===== src/rtl/sync_ff.sv =====
// N-stage flip-flop synchronizer with synchronous active-low reset to 0.
// N = 0 collapses to a plain wire so a synchronous source can skip the latency.
module sync_ff #(
  parameter int N = 2
) (
  input  logic clk_i,
  input  logic rst_ni,
  input  logic d_i,
  output logic q_o
);

  if (N == 0) begin : g_bypass
    logic unused_clk_rst;
    assign unused_clk_rst = clk_i ^ rst_ni;
    assign q_o = d_i;
  end else begin : g_chain
    logic [N-1:0] sync_q;

    always_ff @(posedge clk_i) begin
      if (!rst_ni) begin
        sync_q <= '0;
      end else begin
        sync_q[0] <= d_i;
        for (int i = 1; i < N; i++) begin
          sync_q[i] <= sync_q[i-1];
        end
      end
    end

    assign q_o = sync_q[N-1];
  end

endmodule


===== src/rtl/debounce.sv =====
// Single-bit debouncer: o_switch takes the synchronized input only after it has
// disagreed with o_switch for DEBOUNCE_TIME consecutive cycles.
module debounce #(
  parameter int DEBOUNCE_TIME = 2,
  parameter int SYNC_STAGES   = 2
) (
  input  logic i_clk,
  input  logic i_reset,
  input  logic i_switch,
  output logic o_switch
);

  if (DEBOUNCE_TIME < 1) begin : g_bad_time
    $error("debounce: DEBOUNCE_TIME must be at least 1");
  end
  if (SYNC_STAGES < 0 || SYNC_STAGES > 4) begin : g_bad_sync
    $error("debounce: SYNC_STAGES must be in 0..4");
  end

  localparam int CNT_W_RAW = $clog2(longint'(DEBOUNCE_TIME) + 64'd1);
  localparam int CNT_W     = (CNT_W_RAW < 1) ? 1 : CNT_W_RAW;
  localparam logic [CNT_W-1:0] CNT_LAST = CNT_W'(DEBOUNCE_TIME - 1);

  logic             s;
  logic [CNT_W-1:0] cnt_q, cnt_d;
  logic             out_q, out_d;

  sync_ff #(
    .N (SYNC_STAGES)
  ) u_sync (
    .clk_i  (i_clk),
    .rst_ni (i_reset),
    .d_i    (i_switch),
    .q_o    (s)
  );

  // Any agreement clears the count, so glitches never accumulate partial progress.
  always_comb begin
    cnt_d = cnt_q;
    out_d = out_q;
    if (s == out_q) begin
      cnt_d = '0;
    end else if (cnt_q == CNT_LAST) begin
      out_d = s;
      cnt_d = '0;
    end else begin
      cnt_d = cnt_q + 1'b1;
    end
  end

  always_ff @(posedge i_clk) begin
    if (!i_reset) begin
      out_q <= 1'b0;
      cnt_q <= '0;
    end else begin
      out_q <= out_d;
      cnt_q <= cnt_d;
    end
  end

  assign o_switch = out_q;

endmodule


===== config.mk =====
export PLATFORM = sky130hd
export DESIGN_NAME = debounce
export DESIGN_NICKNAME = d
export VERILOG_FILES = /design/src/rtl/sync_ff.sv /design/src/rtl/debounce.sv
export SDC_FILE = /design/constraint.sdc
export NUM_CORES = 1
export LEC_CHECK = 0
export ABC_AREA = 1
export CAP_MARGIN = 20
export CORE_AREA = 2 2 39 41
export CTS_CLUSTER_SIZE = 30
export DETAILED_ROUTE_END_ITERATION = 7
export DIE_AREA = 0 0 41 43
export MAX_ROUTING_LAYER = met4
export SLEW_MARGIN = 40
export SYNTH_ARGS = -nofsm -noshare
export SYNTH_HDL_FRONTEND = slang
export SYNTH_SLANG_ARGS = --single-unit

===== constraint.sdc =====
create_clock -name i_clk -period 1 [get_ports i_clk]
set_input_delay 0.15 -clock i_clk [delete_from_list [all_inputs] [get_ports i_clk]]
set_output_delay 0.15 -clock i_clk [all_outputs]
set_load 0.02 [all_outputs]

# After elaboration in Yosys (flattened, before gate mapping)
# Index checks and enable logic that the tools add are counted.
# W data, S select, Z words.
[op_classes]
addsub = 1
n_mul = 0
div_mod_pow = 0
order_cmp = 0
n_eq_ne = 2
shifts = 0
n_mux = 0
bitwise_logic = 2
n_reduce_logical = 2
[op_table]
columns = ["op", "n"]
rows = [
  ["$reduce_or A3 Y1", 1],
  ["$add A2 B1 Y2 const B", 1],
  ["$eq A2 B1 Y1 const B", 1],
  ["$not A1 Y1", 2],
  ["$reduce_and A2 Y1", 1],
  ["$eq A1 B1 Y1", 1],
]
[totals]
reg_bits = 5
latch_bits = 0
mem_bits_rw = 0
romBits = 0
input_bits = 3
out_inout_bits = 1
elab_cells = 10
n_memories = 0

# Longest topological paths before layout
# Gate-level depths: netlist (run 1).
[logic_depth]
ltp_word = 3
ltp_mapped = 5
mapped_depth_nobuf = 5

# Modules after synthesis
# Synthesis (run 1) repeated with hierarchy kept, for this count alone.
[unflattened]
hier_cells = 22
area_unflattened_um2 = 186.4
[by_module_without_submodules]
columns = ["mod", "n_inst", "cells_per_inst", "area_each_um2", "seq_area_each_um2"]
rows = [
  ["debounce", 1, 16, 131.4, 60.1],
  ["sync_ff", 1, 6, 55.1, 40.0],
]

# Least setup slack after synthesis (run 1)
# Ideal clock, no wire load.
[synth_timing]
path_type = "flip-flop to flip-flop"
start = "register cnt_q[1]"
end = "register cnt_q[1]"
setup_ns = 0.064
t_arrival_ns = 0.752
required_ns = 0.936
setup_slack_ns = 0.184
path_stages_with_launch = 6
n_path_buf = 0
synth_period_minus_slack_ns = 0.816
cell_sequence = "dfxtp_1 inv_1 ha_1 nor2_2 nand3_2 nor2_1"
[synth_via]
elab_chain_cells = 2
word_cells_on_any_way = 3
classes_between = "add/sub: 1; eq/ne: 1; reduce/logical: 1"
[synth_rtl]
columns = ["item", "line_no", "source"]
rows = [
  ["start, declared", "debounce.sv:25", "logic [CNT_W-1:0] cnt_q, cnt_d;"],
  ["start signal, assigned", "debounce.sv:57", "cnt_q <= cnt_d;"],
  ["$eq A2 B1 Y1", "debounce.sv:43", "end else if (cnt_q == CNT_LAST) begin"],
  ["$reduce_or A3 Y1 (no source line)", "n/a", ""],
]
# Several ways; a longest one is shown, not always the timed one.
# A chain may end at the register's enable or synchronous reset.

# Worst setup path in the final report (run 1)
[layout_timing]
start = "register cnt_q[1]"
end = "register cnt_q[0]"
[layout_via]
elab_chain_cells = 2
[layout_rtl]
columns = ["item", "line_no"]
rows = [
  ["$eq A2 B1 Y1", "debounce.sv:43"],
  ["$reduce_or A3 Y1 (no source line)", "n/a"],
]
# No other way between the ends.

==> impl_summary.md, run 1 <==
GRT
The global-route wire length before repair is 483 um. Global routing used 5.05% of the available tracks across all layers. The number of global-route vias before repair was 117. The total congestion overflow is 0.

The largest net degree at the start of global routing is 4. The initial antenna violation count is 0.

Die
Measured along the y axis, the die boundary spans 43 um. The cell row count is 14. The die area is 1760 um^2. The initial utilization of the core area, before any placement, comes to 13.3%. The total I/O pin count is 4.

The die is 41 um wide. In this run the standard cell core region covers 1380 um^2.

STA
The total setup violations reported at the end of the flow is 0. The clock period could shrink to 885 ps. In the final timing run, aggregate negative setup slack is 0 ps. The clock tree skew after final layout is between 2 and 2.5 ps. In this run the tightest slew margin relative to its limit is about 90%. The worst setup slack after layout is roughly 110 ps.

Setup repair after global routing left no endpoint under its margin. The post-route fraction of the period consumed by the critical path is 88.5%. The achievable frequency is between 1000 and 1500 MHz.

The count of final max-slew check failures came to 0. The final-report hold violation count is 0. The transition time of the tightest slew-check pin is around 150 ps.

Worst setup path
The data required time at the worst endpoint is 1180 ps. Of all nets on the critical path, the largest fanout is 3. The category of the worst setup path capture point is a flip-flop. The buffers plus inverters on the worst setup path is 1. The kind of cell with the highest combined delay along the critical path is flip-flops.

The signal on the critical path passes through inv_1 -> ha_1 -> nor2_2 -> nand3_2 -> nor2_1. The cell with the largest stage delay on the worst path is sky130_fd_sc_hd__dfxtp_1. The start point of the critical path is cnt_q[1]. The startpoint identified for the worst register-to-register timing path is cnt_q[1]. The type of element launching the critical path is a flip-flop. The critical setup path kind is flip-flop to flip-flop. In this design, the stage delay of the slowest critical-path cell is ~300 ps. Data arrives at the worst endpoint at 1060 ps.

Clocking
CTS placed an instance of sky130_fd_sc_hd__clkbuf_4 at the clock tree root. After clock tree synthesis, the clock-pin slew on the worst setup and hold paths is about 40 ps. The number of buffers inserted for hold repair after clock tree synthesis is 0.

Buffers inserted during clock tree synthesis total 3. The number of buffers inserted by post-CTS setup repair is 0. TritonCTS built the clock tree. The clock insertion delay at the later pin of the skew report is around 240 ps. CTS built an H-tree with a depth of 1. No sink is reached through more buffers than the 2 on the longest clock path. The clock net sink count is 5.

Finish
The number of nets in the layout is 36. The post-layout utilization of the core is 19.5%. The layout filler cell count is 159.

Leaving out filler cells and counting taps, the final layout contains 47. The cell area after layout is 270 um^2. The final antenna diode count is 0. In the final layout, the share of cells above drive strength 1 is between 20% and 30%. The post-synthesis to final-layout area growth is 46.9%.

Logic synthesis
The fraction of the yosys area taken by sequential cells is 54.4%. The yosys synthesis warning count is 0. The synthesized net count is 26. The synthesized area is 184 um^2. The number of instances in the synthesized netlist is 22. The number of different library cells in the post-synthesis netlist is 10.

The synthesized area per cell is 8.36 um^2. The synthesized design contains 5 register bits.

Detailed routing
The total DRC errors in the routed layout is 0. In this run, the number of DRC markers left after iteration 0 of detailed routing was 3. The sum of routed wire length over all layers is 269 um. The detail-routed via count per cell is around 3.1.

In the final routed layout, each cell accounts on average for 5.72 um. The residual antenna-violating net count after detailed routing is 0. The pre-antenna-repair detailed-routing pass consisted of 4 iterations. The via count is approximately 150.

Job
The max-cap check violation count is 0.

Worst hold path
The worst hold path begins at u_sync.g_chain.sync_q[0]. The min-delay analysis places its worst path in the category flip-flop to flip-flop.

Power
IR analysis of the VDD net gives a maximum drop of approximately 0.80 mV. The clock network burns a little under half of the power. The part of the total power dissipated in sequential elements is 43.9%. The fraction of power spent switching nets is 21.0%. For this design the ratio of total power to cell area is 1790 nW/um^2.

In this run the static leakage power is 0.131 nW. The analysis attributes to net switching a power of 0.000102 W. The internal power component is 0.000382 W. Per report_power, the combinational group accounts for 8.8% of the total.

Placed design
Buffers placed on the I/O ports in this run total 3. After detailed placement, the design holds a cell count of 43. Summing all placed instances gives a cell area of 249 um^2. OpenSTA, run right after detailed placement, puts the worst setup slack at -55.0 ps. Routability-driven placement finished with a final weighted congestion of 0.618. The detailed-placement wirelength estimate is approximately 200 um.

Run status
The flow ran to the end, and the final reports show no timing, DRC or antenna violations.
==> worst paths after layout <==
check	endpoint	slack (ps)	cells past startpoint
setup / recovery	cnt_q[0]	110	5
hold / removal	u_sync.g_chain.sync_q[1]	410	2
setup reg to reg	cnt_q[0]	110	5
hold reg to reg	u_sync.g_chain.sync_q[1]	410	2
==> synth_stat cells (all sizes together) <==
master | count | area share [%]
nor2 | 3 | 7.5
a21oi | 1 | 2.7
ha | 1 | 6.8
dfxtp | 5 | 54
nand3 | 1 | 5.4
o21ai | 1 | 2.7
inv | 6 | 12
nand2 | 4 | 8.2
==> worst min-delay path: cells and delay by family, from the launching register on <==
kind                   cells  cell delay (ps)
DFF                        1              300
and+or+nand+nor            1               50
buffers and inverters      1               40
==> repair_timing <==
item	in CTS	in global routing
setup endpoints to repair	1	1
resized for setup	3	1
hold endpoints to repair	0	0
==> layout by cell type, fill, tap and decap left out, drive strengths merged, types with 2 or more instances in the layout <==
master         instances
nor2                   3
clkdlybuf4s50          2
buf                    3
inv                    6
nand2                  4
dfxtp                  5
clkbuf                 4
==> per-stage QoR <==
stage,hold WS (ps),power [W]
final,410,0.000484
after CTS,412,0.000500
after global placement,394,0.000259
after global routing,432,0.000524
after floorplan,243,0.000237
after detailed placement,401,0.000261
==> layer usage <==
metal | up-vias | global-route usage (%) | share of wire [%]
li1 | 83 | - | -
met1 | 59 | 5.81 | 48
met2 | 5 | 4.06 | 39
met3 | 0 | 7.85 | 12
met4 | 0 | 2.00 | 0
met5 | - | - | 0
==> final cells by class <==
cell class | count | area, um^2 | share of cell area [%]
clock buffer | 4 | 26.3 | 9.72
multi-input combinational | 11 | 61.3 | 22.7
timing repair buffer | 5 | 40.0 | 14.8
sequential | 5 | 100 | 37.0
tap | 16 | 20.0 | 7.41
inverter | 6 | 22.5 | 8.33
==> power by group through the flow <==
stage               clock, W  combinational, W  sequential (W)
finish              0.000229         0.0000427        0.000212
CTS                 0.000242         0.0000447        0.000213
global placement           0         0.0000437        0.000216
floorplan                  0         0.0000181        0.000219
global route        0.000263         0.0000479        0.000213
detailed placement         0         0.0000451        0.000216
==> cell families after synthesis <==
family                   Yosys count  share of synthesized area (%)
buffers and inverters              6                           12.2
flip-flops                         5                           54.4
AND/OR/NAND/NOR                    8                           21.1
adder cells (fa/ha/maj)            1                           6.80
AO/OA/AOI/OAI                      2                           5.44
==> state kept, by name (all words and copies together), names as in the netlist <==
name                   count
u_sync.g_chain.sync_q      2
o_switch                   1
cnt_q                      2
Note: power is estimated with default switching activity, not from simulation.
==> run 2, diff against run 1 <==
Settings changed: PLACE_DENSITY from default to 0.4.
==> run 2 against run 1 <==
Net effect: flip-flop and latch count did not move; global-route usage decreased by 0.31 points; clock power about the same; power shrank 0.54%; hold slack better by 0.67 ps; non-clock buffer count shrank 1; routed wire length up 0.74%; cell count fell by 2.1%; combinational power fell by 7.0%; core utilization is 0.54 points lower; largest power group unchanged.
==> impl_summary.md, run 2 (same netlist as run 1, synthesis figures left out) <==
Finish
The top cell types in the final layout, fill and taps aside, are sky130_fd_sc_hd__inv_1, sky130_fd_sc_hd__dfxtp_1, sky130_fd_sc_hd__nand2_1. The number of antenna diodes in the final layout is 0. Cells with a size suffix above 1 make up 26.7% of the layout. The post-layout utilization of the core is 19.0%. For this run, the post-layout net count is 35. Relative to the synthesized area, the layout overhead comes to 42.9%.

Worst setup path
The buffers plus inverters on the worst setup path is 1. The signal on the critical path passes through inv_1 -> ha_1 -> nor2_2 -> nand3_2 -> nor2_1. For the worst setup path, the data required time is 1180 ps. On the worst path, the slowest cell contributes a delay of 300 ps. The largest fanout on the critical path is 3. The type of element launching the critical path is a flip-flop. Among cell families on the critical path, the largest total delay comes from flip-flops. The worst setup path is captured at a flip-flop. The cell with the largest stage delay on the worst path is sky130_fd_sc_hd__dfxtp_1.

At the worst endpoint, the arrival time is 1060 ps. The critical setup path kind is flip-flop to flip-flop.

Die
The initialized floorplan defines 14 standard-cell rows. The die area is about 1800 um^2. The total I/O pin count is 4. Once the floorplan was initialized, standard cells occupied a little over an eighth of the core.

Measured along the x axis, the die boundary spans 41 um. The placeable core region is 1380 um^2. The floorplan step set the die height to 43 um.

Detailed routing
The detail-routed via count per cell is 3.39. The total DRC errors in the routed layout is 0. The DRC marker count from the first detailed-route iteration is 1.

The residual antenna-violating net count after detailed routing is 0. The wire length per cell is 5.89 um. The pre-antenna-repair detailed-routing pass consisted of 2 iterations.

Detailed routing inserted a total of 156 vias. The sum of routed wire length over all layers is 271 um.

STA
The total setup violations reported at the end of the flow is 0. The hold slack is 410 ps. The final-report hold violation count is 0. In this run the tightest slew margin relative to its limit is between 90% and 100%. Once routing completed, OpenROAD measured the worst setup slack at 118 ps. Across the routed clock network, the largest skew measured is 0.936 ps.

Setup repair after global routing left no endpoint under its margin. The routed design could run at a clock period as short as between 800 and 900 ps. The post-route fraction of the period consumed by the critical path is 88.2%. Derived from the worst setup path, the maximum achievable clock frequency is 1130 MHz.

The transition time of the tightest slew-check pin is 141 ps. The count of final max-slew check failures is 0.

Clocking
The number of buffers inserted by post-CTS setup repair is 0. The maximum clock path buffer count is 2. The post-CTS clock slew at the launch and capture registers of the worst setup and hold paths is around 40 ps.

For this design, the CTS-stage hold fixing added 0 buffers. The buffer type at the clock tree root is sky130_fd_sc_hd__clkbuf_4. In this run, CTS created clock tree buffers numbering 3. TritonCTS built the clock tree. For the worst-skew pair, the clock arrives at the later sink with an insertion delay of ~240 ps. The clock net sink count is 5. The number of levels the H-tree was split into is 1.

Power
The part of the total power dissipated in sequential elements is 44.2%. The total power draw is a little under 0.0005 W. In this run the power density over the cells is 1830 nW/um^2. Of the total power, the share spent switching nets is between 20% and 30%.

The clock network burns a little under half of the power. The maximum vdd ir drop is 0.730 mV. Cell internal power was estimated by the tool at around 0.00038 W. In this run the static leakage power is approximately 0.13 nW. The reported net switching power is 0.000102 W. The logic gate share of total power is under 10%.

Placed design
Routability-driven placement finished with a final weighted congestion of 0.472. The minimum setup slack after placement is -60.5 ps. The count of buffers inserted at the top-level ports is 3.

GRT
The initial antenna violation count is 0. Global routing used 4.73% of the available tracks. After global routing the overflow that remains totals 0. The number of global-route vias before repair is 137. The first global-routing pass estimated 462 um of wire. Entering global routing, the biggest net connects 5 pins.

Job
Max-cap violations in this run came to 0.

Worst hold path
The path class of the tightest hold or removal check is flip-flop to flip-flop.

Run status
The run finished with clean final reports.
[run 2: routing by layer]
layer	routed length, um	vias up	GRT usage [%]
met5	0	-	-
met4	0	0	4.00
met3	44	0	6.28
met2	127	8	5.00
met1	99	69	3.86
li1	-	79	-
[run 2: tightest hold or removal path, stage by stage, from the launching register on]
cell and delay [ps]:
sky130_fd_sc_hd__dfxtp_1 300, sky130_fd_sc_hd__nand2_1 50, sky130_fd_sc_hd__inv_1 40
[run 2: cell type report]
| type | count | area (um^2) |
|---|---|---|
| clock buffer | 4 | 26.3 |
| fill | 154 | 1120 |
| multi-input combinational | 11 | 61.3 |
| sequential | 5 | 100 |
| timing repair buffer | 4 | 32.5 |
| tap | 16 | 20.0 |
| inverter | 6 | 22.5 |
[run 2: path summary, 6_finish.rpt]
check / start / endpoint / depth (start not counted) / slack, ps
setup reg to reg: cnt_q[1] / cnt_q[0] / 5 / 120
hold reg to reg: u_sync.g_chain.sync_q[0] / u_sync.g_chain.sync_q[1] / 2 / 410
setup / recovery: cnt_q[1] / cnt_q[0] / 5 / 120
hold / removal: u_sync.g_chain.sync_q[0] / u_sync.g_chain.sync_q[1] / 2 / 410
[run 2: per-stage QoR]
stage | area (um^2) | cells | TNS, ps
detailed placement | 241 | 42 | -155
global placement | 241 | 42 | -86.1
CTS | 269 | 46 | 0
finish | 263 | 46 | 0
floorplan | 184 | 22 | 0
global route | 263 | 46 | 0
[run 2: what timing repair did]
item / 4_1_cts / 5_1_grt
gates resized for setup: 3 / 1
pin swaps: 0 / 0
setup endpoints to repair: 1 / 1
[run 2: power by group through the flow]
stage	Sequential, W	Combinational, W	Clock (W)
global route	0.000213	0.0000454	0.000255
CTS	0.000213	0.0000419	0.000240
global placement	0.000216	0.0000407	0
finish	0.000213	0.0000397	0.000229
detailed placement	0.000216	0.0000425	0
floorplan	0.000219	0.0000181	0
==> variant 1 (settings of run 1) <==
Register the output `o_switch` once more; this adds one clock of latency there. Comments in the files are not updated.
--- a/src/rtl/debounce.sv
+++ b/src/rtl/debounce.sv
@@ -58,7 +58,9 @@
     end
   end
 
-  assign o_switch = out_q;
+  always_ff @(posedge i_clk) begin
+    o_switch <= out_q;
+  end
 
 endmodule
 
Behaviour: not the same (Yosys sat finds a counterexample within 10 cycles, from zero or initial values and one cycle with i_reset low).
==> variant 1 against run 1 <==
Final area increased by 3.2%; area after synthesis increased by 11%; wire length increased by 1.5%; sequential cell count increased by 1; power increased by 5.2%; clock skew decreased by 0.0019 ns; worst setup slack improved by 0.012 ns.
==> variant 1: results (changes against run 1) <==
| Metric | Value |
|---|---|
| Slew HR | 90.79% (was 89.64%) |
| Clock power share | 42.2% (was 47.3%) |
| Vias in the first global route | 130 (was 117) |
| Outcome | finished, final reports clean (unchanged) |
| Seq/Total Area, Yosys | 58.90% (was 54.42%) |
| Seq. pwr | 0.000257 W (was 0.000212 W) |
| Detailed placer's ending HPWL | 217.5 um (was 205 um) |
| Compound-Gate Fraction of Synth Area | 4.908% (was 5.442%) |
| Setup WS pre-CTS | -0.02648 ns (was -0.05497 ns) |
| Synth Area in Adders | 6.135% (was 6.803%) |
| Via/cell ratio | 3.478 (was 3.128) |
| Routed len/inst | 5.935 um (was 5.723 um) |
| Area contributors post-synth | dfxtp_1 59%, inv_1 9.2%, nand2_1 7.4% (was dfxtp_1 54%, inv_1 10%, nand2_1 8.2%) |
| Pleak | 0.1320 nW (was 0.1313 nW) |
| 1st-iter DRT viols | 5 (was 3) |
| Share of layout cells above drive strength 1 | 26.67% (was 29.03%) |
| Mapped Cells | 23 (was 22) |
| Placed Area | 261.5 um^2 (was 249.0 um^2) |
| GPL Wtd Cong | 0.6950 (was 0.6180) |
| Post-CTS sizing | 2 (was 3) |
| Fin cells | 46 (was 47) |
| Skew final | 0.0004385 ns (was 0.002322 ns) |
| Sw Pwr | 0.0001028 W (was 0.0001017 W) |
| Global-route wire length before repair | 510 um (was 483 um) |
| Total Power | 0.0005090 W (was 0.0004837 W) |
| Post-synth top cells | 6 x dfxtp_1, 5 x inv_1, 4 x nand2_1, 2 x nor2_1 (was 5 x dfxtp_1, 5 x inv_1, 4 x nand2_1, 2 x nor2_1) |
-- variant 1: cell count changes after synthesis, sizes merged --
| cell | run 1 | this run |
|---|---|---|
| dfxtp | 5 | 6 |
-- variant 1: worst paths after layout --
kind	start	to	slack [ns]	cells after the start
worst min-delay path	out_q	o_switch	0.38	0
worst max-delay path	cnt_q[1]	cnt_q[1]	0.13	5
worst min register to register	out_q	o_switch	0.38	0
worst max register to register	cnt_q[1]	cnt_q[1]	0.13	5
-- variant 1: cell type report --
cell class              instances  area [um^2]  area share [%]
clock buffers                   3        22.52           8.072
inverters                       6        22.52           8.072
multi-input cells              11        61.31           21.97
flip-flops and latches          6        120.1           43.05
well taps                      16        20.02           7.175
repair buffers                  4        32.53           11.66
-- variant 1: per-layer routing --
layer	share of wire [%]	routed length, um	vias up	GRT usage, %
li1	-	-	82	-
met1	39	107	71	5.161
met4	0	0	0	4.000
met3	15	42	0	7.853
met2	45	123	7	5.000
met5	0	0	-	-
==> variant 2 (settings of run 1) <==
Without the edit above. Change the parameter `DEBOUNCE_TIME` from 2 to 4.
--- a/src/rtl/debounce.sv
+++ b/src/rtl/debounce.sv
@@ -1,7 +1,7 @@
 // Single-bit debouncer: o_switch takes the synchronized input only after it has
 // disagreed with o_switch for DEBOUNCE_TIME consecutive cycles.
 module debounce #(
-  parameter int DEBOUNCE_TIME = 2,
+  parameter int DEBOUNCE_TIME = 4,
   parameter int SYNC_STAGES   = 2
 ) (
   input  logic i_clk,
Behaviour: not the same (Yosys sat finds a counterexample within 10 cycles, from zero or initial values and one cycle with i_reset low).
==> variant 2 against run 1 <==
Sequential cell count increased by 1; core utilization increased by 5.4 points; worst setup slack got worse by 0.084 ns; combinational power decreased by 37%; power increased by 1.5%; wire length increased by 22%; final area increased by 28%; critical path depth unchanged; final cell count increased by 11%; area after synthesis increased by 24%.
==> variant 2: results (changes against run 1) <==
| Metric | Value |
|---|---|
| Setup WS pre-CTS | -0.05549 ns (was -0.05497 ns) |
| Global-route wire length before repair | 593 um (was 483 um) |
| Routed len/inst | 6.308 um (was 5.723 um) |
| Outcome | finished, final reports clean (unchanged) |
| Max Clk Rate | 1032 MHz (was 1129 MHz) |
| Grt met1 use | 6.169% (was 5.806%) |
| 1st-iter DRT viols | 0 (was 3) |
| M3 GR Usage | 6.283% (was 7.853%) |
| Delay-heaviest family, CP | adder cells (was flip-flops) |
| Power Internal | 0.0003962 W (was 0.0003820 W) |
| Syn_area_per_cell | 8.178 um^2 (was 8.360 um^2) |
| Via/cell ratio | 3.288 (was 3.128) |
| Metal1 wirelength | 158 um (was 130 um) |
| Share of layout cells above drive strength 1 | 36.11% (was 29.03%) |
| Dpl cells | 49 (was 43) |
| Metal3 WL | 22 um (was 33 um) |
| Post-synth cell types | 8 (was 10) |
| Skew final | 0.005310 ns (was 0.002322 ns) |
| Area contributors post-synth | dfxtp_1 52%, ha_1 11%, inv_1 9.8% (was dfxtp_1 54%, inv_1 10%, nand2_1 8.2%) |
| Slew HR | 92.01% (was 89.64%) |
| Pleak | 0.1527 nW (was 0.1313 nW) |
| Comb pwr share | 5.5% (was 8.8%) |
| Seq. pwr | 0.000247 W (was 0.000212 W) |
| Seq/Total Area, Yosys | 52.46% (was 54.42%) |
| Max layer used | met4 (was met3) |
| Met2 Usage GRT | 5.938% (was 4.063%) |
| Net Count, Synth | 33 (was 26) |
| Post-CTS sizing | 5 (was 3) |
| Placed Area | 296.5 um^2 (was 249.0 um^2) |
| Detailed placer's ending HPWL | 228.6 um (was 205 um) |
| Nets | 43 (was 36) |
| Worst r2r src | cnt_q[0] (was cnt_q[1]) |
| GPL Wtd Cong | 0.6352 (was 0.6180) |
| Post-synth top cells | 6 x dfxtp_1, 6 x inv_1, 6 x nand2_1, 5 x nor2_1, 2 x ha_1 (was 5 x dfxtp_1, 5 x inv_1, 4 x nand2_1, 2 x nor2_1) |
| Pre-Repair DR Iteration Count | 1 (was 4) |
| R2R setup slack | 0.03 ns (was 0.11 ns) |
| Crit path largest cell delay | 0.32 ns (was 0.30 ns) |
| Min Hold Slack | 0.4054 ns (was 0.4097 ns) |
| Vias | 171 (was 147) |
| Max IR drop VDD | 0.7739 mV (was 0.7971 mV) |
| Clock Latency Late Sink | 0.24 ns (about the same) |
variant 2: cell count changes in the layout (fill, tap and decap cells not counted):
cell | run 1 | this run
a21oi_1 | 1 | 0
nor2_1 | 2 | 4
nor2_4 | 0 | 1
ha_4 | 0 | 2
o21ai_0 | 1 | 0
dfxtp_2 | 0 | 1
nand2_1 | 4 | 6
ha_1 | 1 | 0
clkbuf_1 | 1 | 0
inv_1 | 5 | 6
variant 2: logic make-up (layout without fill, tap and decap cells):
| kind of cell | Yosys count | count (layout) | share of synthesized area [%] |
|---|---|---|---|
| and+or+nand+nor | 13 | 13 | 25.14 |
| buffers and inverters | 7 | 15 | 11.47 |
| DFF | 6 | 6 | 52.46 |
| adders and majority gates | 2 | 2 | 10.93 |
variant 2: layout make-up:
type                            count  area [um^2]
Fill cell                         160         1039
Sequential cell                     6        121.4
Multi-Input combinational cell     15        115.1
Timing Repair Buffer                5        40.04
Inverter                            7        26.28
Clock buffer                        3        22.52
Tap cell                           16        20.02
